File: config.mk
export PLATFORM = sky130hd
export DESIGN_NAME = game_ctrl
export DESIGN_NICKNAME = d
export VERILOG_FILES = /design/src/rtl/dinorun_pkg.sv /design/src/rtl/edge_detect.sv /design/src/rtl/game_ctrl.sv
export SDC_FILE = /design/constraint.sdc
export NUM_CORES = 1
export LEC_CHECK = 0
export ABC_CLOCK_PERIOD_IN_PS = 2000
export CAP_MARGIN = 10
export CORE_ASPECT_RATIO = 0.75
export CORE_MARGIN = 8
export CORE_UTILIZATION = 49
export CTS_CLUSTER_SIZE = 40
export DETAILED_ROUTE_END_ITERATION = 6
export PLACE_DENSITY = 0.77
export SLEW_MARGIN = 20
export SYNTH_ARGS = -nofsm -noshare
export SYNTH_HDL_FRONTEND = slang
export SYNTH_SLANG_ARGS = --single-unit
File: constraint.sdc
create_clock -name clk_i -period 2 [get_ports clk_i]
set_clock_uncertainty 0.1 [all_clocks]
set_input_delay 0.3 -clock clk_i [delete_from_list [all_inputs] [get_ports clk_i]]
set_output_delay 0.3 -clock clk_i [all_outputs]
set_load 0.05 [all_outputs]
File: src/rtl/dinorun_pkg.sv
// Shared types and constants for the dino-run game.
// Used by the game controller and by the sprite, score and obstacle blocks.
//   state_t        - top-level game state, encoded as it appears on state_o
//   frame_cnt_t    - width of the per-state frame counter
//   ctrl_out_t     - bundle of the per-state control outputs
//   decode_outputs - maps (state, blink phase) to the control outputs
package dinorun_pkg;

  typedef enum logic [1:0] {
    StTitle    = 2'd0,
    StReady    = 2'd1,
    StPlay     = 2'd2,
    StGameOver = 2'd3
  } state_t;

  // Default frame budgets, at 60 frames per second.
  localparam int unsigned DefBlinkFrames = 30;
  localparam int unsigned DefReadyFrames = 60;
  localparam int unsigned DefHoldFrames  = 90;

  localparam int unsigned FrameCntW = 8;
  typedef logic [FrameCntW-1:0] frame_cnt_t;

  typedef struct packed {
    logic title_en;
    logic run;
    logic game_rst;
  } ctrl_out_t;

  // Control outputs that belong to a given state. The blink phase only matters in the title
  // screen; game over shows the title sprite steadily.
  function automatic ctrl_out_t decode_outputs(input state_t state, input logic phase);
    ctrl_out_t outs;
    outs = '{title_en: 1'b0, run: 1'b0, game_rst: 1'b0};
    case (state)
      StTitle:    outs.title_en = phase;
      StReady:    outs.game_rst = 1'b1;
      StPlay:     outs.run      = 1'b1;
      StGameOver: outs.title_en = 1'b1;
      default:    outs = '{title_en: 1'b0, run: 1'b0, game_rst: 1'b0};
    endcase
    return outs;
  endfunction

endpackage

File: src/rtl/edge_detect.sv
// Rising-edge detector for the debounced start/jump button.
//   clk_i  - clock
//   rst_i  - asynchronous active-high reset
//   btn_i  - debounced button level
//   edge_o - high for the cycle in which btn_i is 1 and its registered previous value is 0
// The previous-value register resets to 1, so a button held through reset release does not
// count as a press.
module edge_detect (
  input  logic clk_i,
  input  logic rst_i,
  input  logic btn_i,
  output logic edge_o
);

  logic prev_q;

  always_ff @(posedge clk_i or posedge rst_i) begin
    if (rst_i) begin
      prev_q <= 1'b1;
    end else begin
      prev_q <= btn_i;
    end
  end

  assign edge_o = btn_i & ~prev_q;

endmodule

File: src/rtl/game_ctrl.sv
// Top-level game state machine for the dino-run game.
//   clk_i         - clock
//   rst_i         - asynchronous active-high reset
//   frame_pulse_i - one-cycle pulse per VGA frame
//   start_btn_i   - debounced start/jump button level
//   collision_i   - dino/obstacle overlap flag
//   state_o       - current state (TITLE, READY, PLAY, GAME_OVER)
//   title_en_o    - gate for the title sprite pixel (blinks in TITLE, steady in GAME_OVER)
//   run_o         - world scroll/score enable (PLAY only)
//   game_rst_o    - clears score, obstacles and dino position (READY only)
// Every output comes straight from a flop, so the pixel path sees no decode glitches.
module game_ctrl
  import dinorun_pkg::*;
#(
  parameter int unsigned BLINK_FRAMES = DefBlinkFrames,  // frames per title blink phase
  parameter int unsigned READY_FRAMES = DefReadyFrames,  // frames in READY before PLAY
  parameter int unsigned HOLD_FRAMES  = DefHoldFrames    // frames in GAME_OVER before restart
) (
  input  logic   clk_i,
  input  logic   rst_i,
  input  logic   frame_pulse_i,
  input  logic   start_btn_i,
  input  logic   collision_i,
  output state_t state_o,
  output logic   title_en_o,
  output logic   run_o,
  output logic   game_rst_o
);

  localparam frame_cnt_t BlinkLast = frame_cnt_t'(BLINK_FRAMES - 1);
  localparam frame_cnt_t ReadyLast = frame_cnt_t'(READY_FRAMES - 1);
  localparam frame_cnt_t HoldCount = frame_cnt_t'(HOLD_FRAMES);
  localparam frame_cnt_t CntOne    = frame_cnt_t'(1);

  localparam ctrl_out_t ResetOuts = '{title_en: 1'b1, run: 1'b0, game_rst: 1'b0};

  logic       start_edge;

  state_t     state_q, state_d;
  frame_cnt_t cnt_q, cnt_d;
  logic       phase_q, phase_d;
  ctrl_out_t  outs_q;

  edge_detect u_edge_detect (
    .clk_i  (clk_i),
    .rst_i  (rst_i),
    .btn_i  (start_btn_i),
    .edge_o (start_edge)
  );

  // Next-state logic. Every transition clears the frame counter.
  always_comb begin
    state_d = state_q;
    cnt_d   = cnt_q;
    phase_d = phase_q;

    unique case (state_q)
      StTitle: begin
        // A start press wins over a frame pulse landing in the same cycle.
        if (start_edge) begin
          state_d = StReady;
          cnt_d   = '0;
        end else if (frame_pulse_i) begin
          if (cnt_q == BlinkLast) begin
            cnt_d   = '0;
            phase_d = ~phase_q;
          end else begin
            cnt_d = cnt_q + CntOne;
          end
        end
      end

      StReady: begin
        // Button and collision are deliberately ignored while the world is being reset.
        if (frame_pulse_i) begin
          if (cnt_q == ReadyLast) begin
            state_d = StPlay;
            cnt_d   = '0;
          end else begin
            cnt_d = cnt_q + CntOne;
          end
        end
      end

      StPlay: begin
        // The counter is idle here; only a collision ends the run.
        if (collision_i) begin
          state_d = StGameOver;
          cnt_d   = '0;
        end
      end

      StGameOver: begin
        // Restart presses are only honoured once the hold time has fully elapsed; the counter
        // saturates so a long idle period cannot wrap it back below the threshold.
        if (start_edge && (cnt_q == HoldCount)) begin
          state_d = StReady;
          cnt_d   = '0;
        end else if (frame_pulse_i && (cnt_q != HoldCount)) begin
          cnt_d = cnt_q + CntOne;
        end
      end

      default: begin
        state_d = StTitle;
        cnt_d   = '0;
        phase_d = 1'b1;
      end
    endcase
  end

  // State, counter, blink phase and the registered outputs. Outputs are decoded from the
  // next state so they line up with state_q in the same cycle.
  always_ff @(posedge clk_i or posedge rst_i) begin
    if (rst_i) begin
      state_q <= StTitle;
      cnt_q   <= '0;
      phase_q <= 1'b1;
      outs_q  <= ResetOuts;
    end else begin
      state_q <= state_d;
      cnt_q   <= cnt_d;
      phase_q <= phase_d;
      outs_q  <= decode_outputs(state_d, phase_d);
    end
  end

  assign state_o    = state_q;
  assign title_en_o = outs_q.title_en;
  assign run_o      = outs_q.run;
  assign game_rst_o = outs_q.game_rst;

endmodule

==> impl_results.md, run 1 <==
* Antenna violation net count after detailed routing at 0
* Layout Cells excl Fill at 143
* Slew margin rel. at 62.07%
* Initial antenna violation count at 0
* Fmax at 441.5 MHz
* Setup Viol. Count Final at 8
* Slowest-stage cell, CP: a221oi_4
* Final #Nets at around 130
* Final HPWL DP at 1551 µm
* Crit Reg-Reg Startpoint: cnt_q[1]$_DFFE_PP0P_
* Clock transition at path regs at 0.09 ns
* Power density over cell area at between 1000 and 1500 mW/mm²
* Sw frac at around two fifths
* Worst-Skew Late Latency at between 0.2 and 0.3 ns
* Unrepaired setup endpoints after global routing: yes
* TritonCTS clock tree: yes
* DR vias at 812
* Worst-path fanout max at 7
* Chip width at roughly 66 µm
* Vias per std cell at 5.678
* Placed cell area at between 0.001 and 0.0015 mm²
* LEAKAGE at 0.5913 nW
* Mapped Cells at 89
* Die area at about 0.0035 mm²
* Syn_area_per_cell at between 10 and 15 µm²
* MaxCap Viol Count at 0
* CP bufs+invs at 1
* Sequential share of the synthesized area at roughly 41%
* # DRC at 0
* CP startpoint: cnt_q[1]$_DFFE_PP0P_
* Fin util at between 70% and 80%
* R2R Setup Slk at -0.26 ns
* 1st-iter DRT viols at 42
* CP Cell Sequence: inv_1 -> ha_1 -> nand2b_1 -> or4_4 -> a221oi_4 -> o21ai_0 -> a22o_1
* CP endpoint kind: flop
* Drt total wl at roughly 2200 µm
* Final Hold Viols at 0
* GP Congestion at slightly above 0.8
* Worst R2R End: cnt_q[7]$_DFFE_PP0P_
* Failing checks: negative setup slack
* Syn. warnings at 0
* Synth cell types at 32
* Hold_ws at 0.2528 ns
* Ports at 10
* Core ar. at between 0.0015 and 0.002 mm²
* ANT cells at 0
* Gr usage total at roughly an eighth
* Setup ws final at -0.2648 ns
* First-pass GRT wire length at between 3000 and 4000 µm
* Delay-heaviest family, CP: compound AO/OA/AOI/OAI gates
* Worst min-delay path class: in2async
* Largest net degree at the start of global routing at 16
* R2R depth at 7
* DR pass1 iterations at 4
* Total congestion overflow at 0
* Slew Viols, Final at 0
* Port Buffers at 9
* Mean routed wirelength per cell at roughly 15 µm
* Die Y at 53.60 µm
* Period utilization at 113.2%
* Critical Path Start Type: flop
* Clk sinks at 15
* Max IR drop VDD at 0.0008754 V
* Htree depth at 1
* Status: finished, violations left
* Synthesized Nets at just over 100
* Clock root buffer: clkbuf_4
* Clock power share at 11.0%
* Max incr delay on CP at roughly 0.46 ns
* Dpl cells at 136
* Clk buf depth at 2
* Initial Util at around 53%
* Post-Synthesis Cell Area at roughly 900 µm²
* Min Tclk post-route at around 2.3 ns
* Required time of the critical path at 2.09 ns
* Final instance area at ~0.0013 mm²
* Setup TNS at -1.754 ns
* Clock buffer count from CTS at 3
* Internal at 0.0009196 W
* Reg power frac at 29.8%
* Hold-fix buffers at CTS at 0
* CP Class: reg2reg
* Worst-Margin Slew at 0.5684 ns
* Switching power at 0.0006503 W
* Worst EP arrival at 2.36 ns
* Combinational share of power at 59.2%
* Row cnt at 13
* Seq cells post-synth at 15
* Fraction of layout cells with a size suffix above 1 at approximately 37%
* Area grow syn2layout at 35.91%
* Vias in the first global route at about 740
## synthesized netlist by cell type (all sizes together)
cell	number	area share (%)
nor2b	6	4.3
and3b	1	0.95
buf	1	1.2
nor4	1	0.68
a21oi	1	0.95
and2b	2	1.6
nand3	4	2.2
ha	7	9.5
mux2	2	2.4
o21ai	5	2.7
nor3	2	1.1
a21bo	1	1.1
nor2	6	2.4
or4	1	1.2
clkbuf	1	0.54
nand2	4	1.6
mux2i	1	1.1
or3b	1	0.95
a221oi	1	2.8
and4bb	1	1.4
inv	7	2.8
xnor2	1	0.95
a31oi	1	0.68
dfstp	3	8.5
nand2b	1	0.68
a22o	8	7.6
dfrtp	12	33
o22ai	2	1.4
and3	3	2.0
nand4b	1	0.95
a221o	1	1.1
## power groups by stage
stage                     Clock [W]  Sequential (W)  Combinational [W]
after CTS                  0.000175        0.000461           0.000843
after floorplan                   0        0.000546           0.000444
after global routing       0.000190        0.000481            0.00101
after global placement            0        0.000461           0.000807
after detailed placement          0        0.000467           0.000827
final                      0.000172        0.000468           0.000929
## worst register-to-register path, delay by kind of cell, from the launching register on
family	cells	cell delay (ns)
flops	1	0.41
fa+ha+maj	1	0.16
simple gates	2	0.52
buf+inv	1	0.06
compound gates	3	0.93
## flip-flops by register name, indices dropped and copies added (netlist names)
register	cells
cnt_q	8
game_rst_o	1
phase_q	1
run_o	1
state_o	2
title_en_o	1
u_edge_detect.prev_q	1
## worst max-delay path by stage
stage | endpoint | depth (start not counted)
global placement | cnt_q[0]$_DFFE_PP0P_ | 6
finish | cnt_q[7]$_DFFE_PP0P_ | 7
global route | cnt_q[7]$_DFFE_PP0P_ | 7
floorplan | cnt_q[3]$_DFFE_PP0P_ | 8
CTS | cnt_q[3]$_DFFE_PP0P_ | 7
detailed placement | cnt_q[0]$_DFFE_PP0P_ | 6
## kinds of logic after synthesis
kind of cell	after synthesis	share of synthesized area, %
xor gates and xnor gates	1	0.9487
and+or+nand+nor	34	22.09
adders and majority gates	7	9.485
DFF	15	41.06
buffers and inverters	9	4.607
AOI/OAI and AO/OA	20	18.29
muxes	3	3.523
## per-layer routing
| metal | GRT usage, % | vias up | part of all wire, % |
|---|---|---|---|
| met5 | 0 | - | 0 |
| met4 | 2.827 | 0 | 1.3 |
| met3 | 5.176 | 4 | 7.3 |
| met2 | 18.72 | 26 | 46 |
| met1 | 14.90 | 396 | 45 |
| li1 | - | 386 | - |
## cell usage in the layout (no fill, tap or decap), types with 2 or more instances in the layout
cell	synthesis	layout
o21ai_0	5	5
ha_1	7	5
dfrtp_1	12	11
and2b_1	2	2
nor2_1	6	5
buf_4	0	24
inv_1	7	7
nand3_1	4	4
a22o_1	8	8
clkdlybuf4s50_1	0	6
nand2_1	4	4
nor2b_1	5	5
and3_1	3	3
nor3_1	2	2
clkbuf_4	0	3
dfstp_2	3	3
## cell type report
cell class,count,area (µm²)
tap,22,27.53
multi-input combinational,65,553.0
timing repair buffer,30,240.2
sequential,15,380.4
fill,129,501.7
inverter,7,26.28
clock buffer,3,22.52
clock inverter,1,5.005
## metrics by stage
step                setup WS, ns  power [W]
finish                   -0.2648   0.001570
global route             -0.3055   0.001682
CTS                      -0.2017   0.001479
detailed placement       -0.2999   0.001294
global placement         -0.2471   0.001268
floorplan                -0.1342  0.0009904
## timing repair
action                     CTS  global route
pin swaps                    1             4
setup endpoints to repair    9            10
setup buffers                0             3
gates resized for setup      1             8
(Power assumes the default switching activity.)
==> run 2, diff against run 1 <==
PLACE_DENSITY = not set   (was 0.77)
PLACE_DENSITY_LB_ADDON = 0.12   (was not set)
==> run 2 against run 1 <==
Compared with the run above:
- the flow still finishes with violations (negative setup slack)
- maximum frequency is 7.2% higher
- global-route usage increased by 3.0 points
- final area is 4.0% higher
- first-iteration DRC count fell by 9.5%
- non-clock buffer count is 3 higher
==> impl_results.md, run 2 (same netlist as run 1, synthesis figures left out) <==
* Critical Path Start Type: flop
* Largest net degree at the start of global routing at 16
* Hold-fix buffers at CTS at 0
* Placed cell area at approximately 0.0012 mm²
* Htree depth at 1
* Sequential Area at approximately 380 µm²
* Clock transition at path regs at around 0.1 ns
* Final #Nets at around 140
* Max FFs per register at 8
* Max IR drop VDD at between 0.0009 and 0.001 V
* Max incr delay on CP at around 0.43 ns
* ANT cells at 0
* Die Y at 53.60 µm
* Ports at 10
* Final Hold Viols at 0
* Clk sinks at 15
* Worst-Skew Late Latency at between 0.2 and 0.3 ns
* Fraction of layout cells with a size suffix above 1 at roughly 40%
* Final HPWL DP at 1713 µm
* TritonCTS clock tree: yes
* CP bufs+invs at 2
* Min Tclk post-route at between 2 and 2.5 ns
* Final instance area at around 0.0013 mm²
* Row cnt at 13
* First-pass GRT wire length at 4008 µm
* Gr usage total at between 10% and 20%
* Core ar. at approximately 0.0018 mm²
* CP Class: reg2reg
* Worst min-delay path class: in2async
* Leading cell type in the layout, fill and taps excluded: buf_4
* Filler cell count at 135
* Vias per std cell at roughly 5.5
* Clock root buffer: clkbuf_4
* Setup Viol. Count Final at 9
* Vias in the first global route at ~860
* Multi-input combinational cell area at just under 600 µm²
* Slowest-stage cell, CP: or4_4
* Status: finished, violations left
* Required time of the critical path at about 2.1 ns
* Slew Viols, Final at 0
* Crit Reg-Reg Startpoint: cnt_q[1]$_DFFE_PP0P_
* Die area at around 0.0035 mm²
* Layout Cells excl Fill at around 150
* LEAKAGE at a little over 0.6 nW
* Largest Register: cnt_q
* Clk buf depth at 2
* Chip width at 66.13 µm
* MaxCap Viol Count at 0
* Delay-heaviest family, CP: compound AO/OA/AOI/OAI gates
* Dpl cells at around 140
* Area grow syn2layout at 41.33%
* Slew margin rel. at between 60% and 70%
* 1st-iter DRT viols at 38
* Worst EP arrival at between 2 and 2.5 ns
* Unrepaired setup endpoints after global routing: yes
* Antenna violation net count after detailed routing at 0
* CP endpoint kind: flop
* Total congestion overflow at 0
* Drt total wl at between 2000 and 2500 µm
* Setup ws final at -0.1127 ns
* Period utilization at 105.6%
* Worst-Margin Slew at slightly below 0.6 ns
* Mean routed wirelength per cell at between 15 and 20 µm
* DR pass1 iterations at 4
* CP Cell Sequence: inv_1 -> ha_1 -> nand2b_1 -> or4_4 -> a221oi_4 -> nor2b_2 -> buf_4 -> a221o_1
* Worst-path fanout max at 3
* Power density over cell area at 1293 mW/mm²
* Setup TNS at -0.7238 ns
* GP Congestion at between 0.8 and 0.9
* Port Buffers at 9
* CP startpoint: cnt_q[1]$_DFFE_PP0P_
* # DRC at 0
* Clock buffer count from CTS at 3
* Most frequent cells in the layout: 26 x buf_4, 11 x dfrtp_1, 8 x a22o_1
* Fmax at ~470 MHz
* Initial Util at a little over half
* Total power at about 0.0017 W
* Failing checks: negative setup slack
* Initial antenna violation count at 0
* DR vias at approximately 800
run 2: routing by layer:
layer,vias up,global-route usage (%),share of wire (%)
li1,391,-,-
met1,388,17.50,47
met2,21,25.60,47
met3,2,5.590,5.1
met4,0,3.180,0.52
met5,-,0,0
run 2: worst reg2reg max path, cell delays in order (launching register included):
cell      delay, ns
dfrtp_1        0.38
inv_1          0.06
ha_1           0.13
nand2b_1       0.06
or4_4          0.43
a221oi_4       0.33
nor2b_2        0.08
buf_4          0.15
a221o_1        0.28
run 2: final timing paths:
check                                                      end  slack (ns)  depth (start not counted)
worst max-delay path                      cnt_q[3]$_DFFE_PP0P_       -0.11                          8
worst min-delay path                      cnt_q[4]$_DFFE_PP0P_        0.27                          2
worst max register to register            cnt_q[3]$_DFFE_PP0P_       -0.11                          8
worst min register to register               phase_q$_DFF_PP1_        0.42                          1
max in group asynchronous                 state_o[1]$_DFF_PP0_        1.11                          2
min in group clk_i              u_edge_detect.prev_q$_DFF_PP1_        0.35                          1
run 2: area by class of cell:
type                       count  area share [%]
clock inverter                 1          0.3835
timing repair buffer          33           20.42
clock buffer                   3           1.726
inverter                       7           2.013
sequential                    15           29.15
multi-input combinational     65           44.20
tap                           22           2.109
run 2: metrics by stage:
step	util, %	hold slack, ns	setup WS (ns)
6_report	74.29	0.2663	-0.1127
3_3_place_gp	66.95	0.3930	-0.2147
2_1_floorplan	-	0.09926	-0.1342
3_5_place_dp	66.95	0.3984	-0.2913
4_1_cts	72.72	0.2982	-0.1274
5_1_grt	74.29	0.3349	-0.1912
run 2: timing repair:
item	4_1_cts	5_1_grt
setup buffers	2	1
pin swaps	10	4
resized for setup	13	3
endpoints found under the setup margin	9	10
hold endpoints to repair	0	0
run 2: power breakdown:
group	leakage (nW)	total (W)	switching (W)	internal [W]
logic	0.415	0.00104	0.000510	0.000528
clock network	0.0177	0.000179	0.000104	0.0000744
registers	0.175	0.000472	0.0000808	0.000391
total	0.608	0.00169	0.000695	0.000993
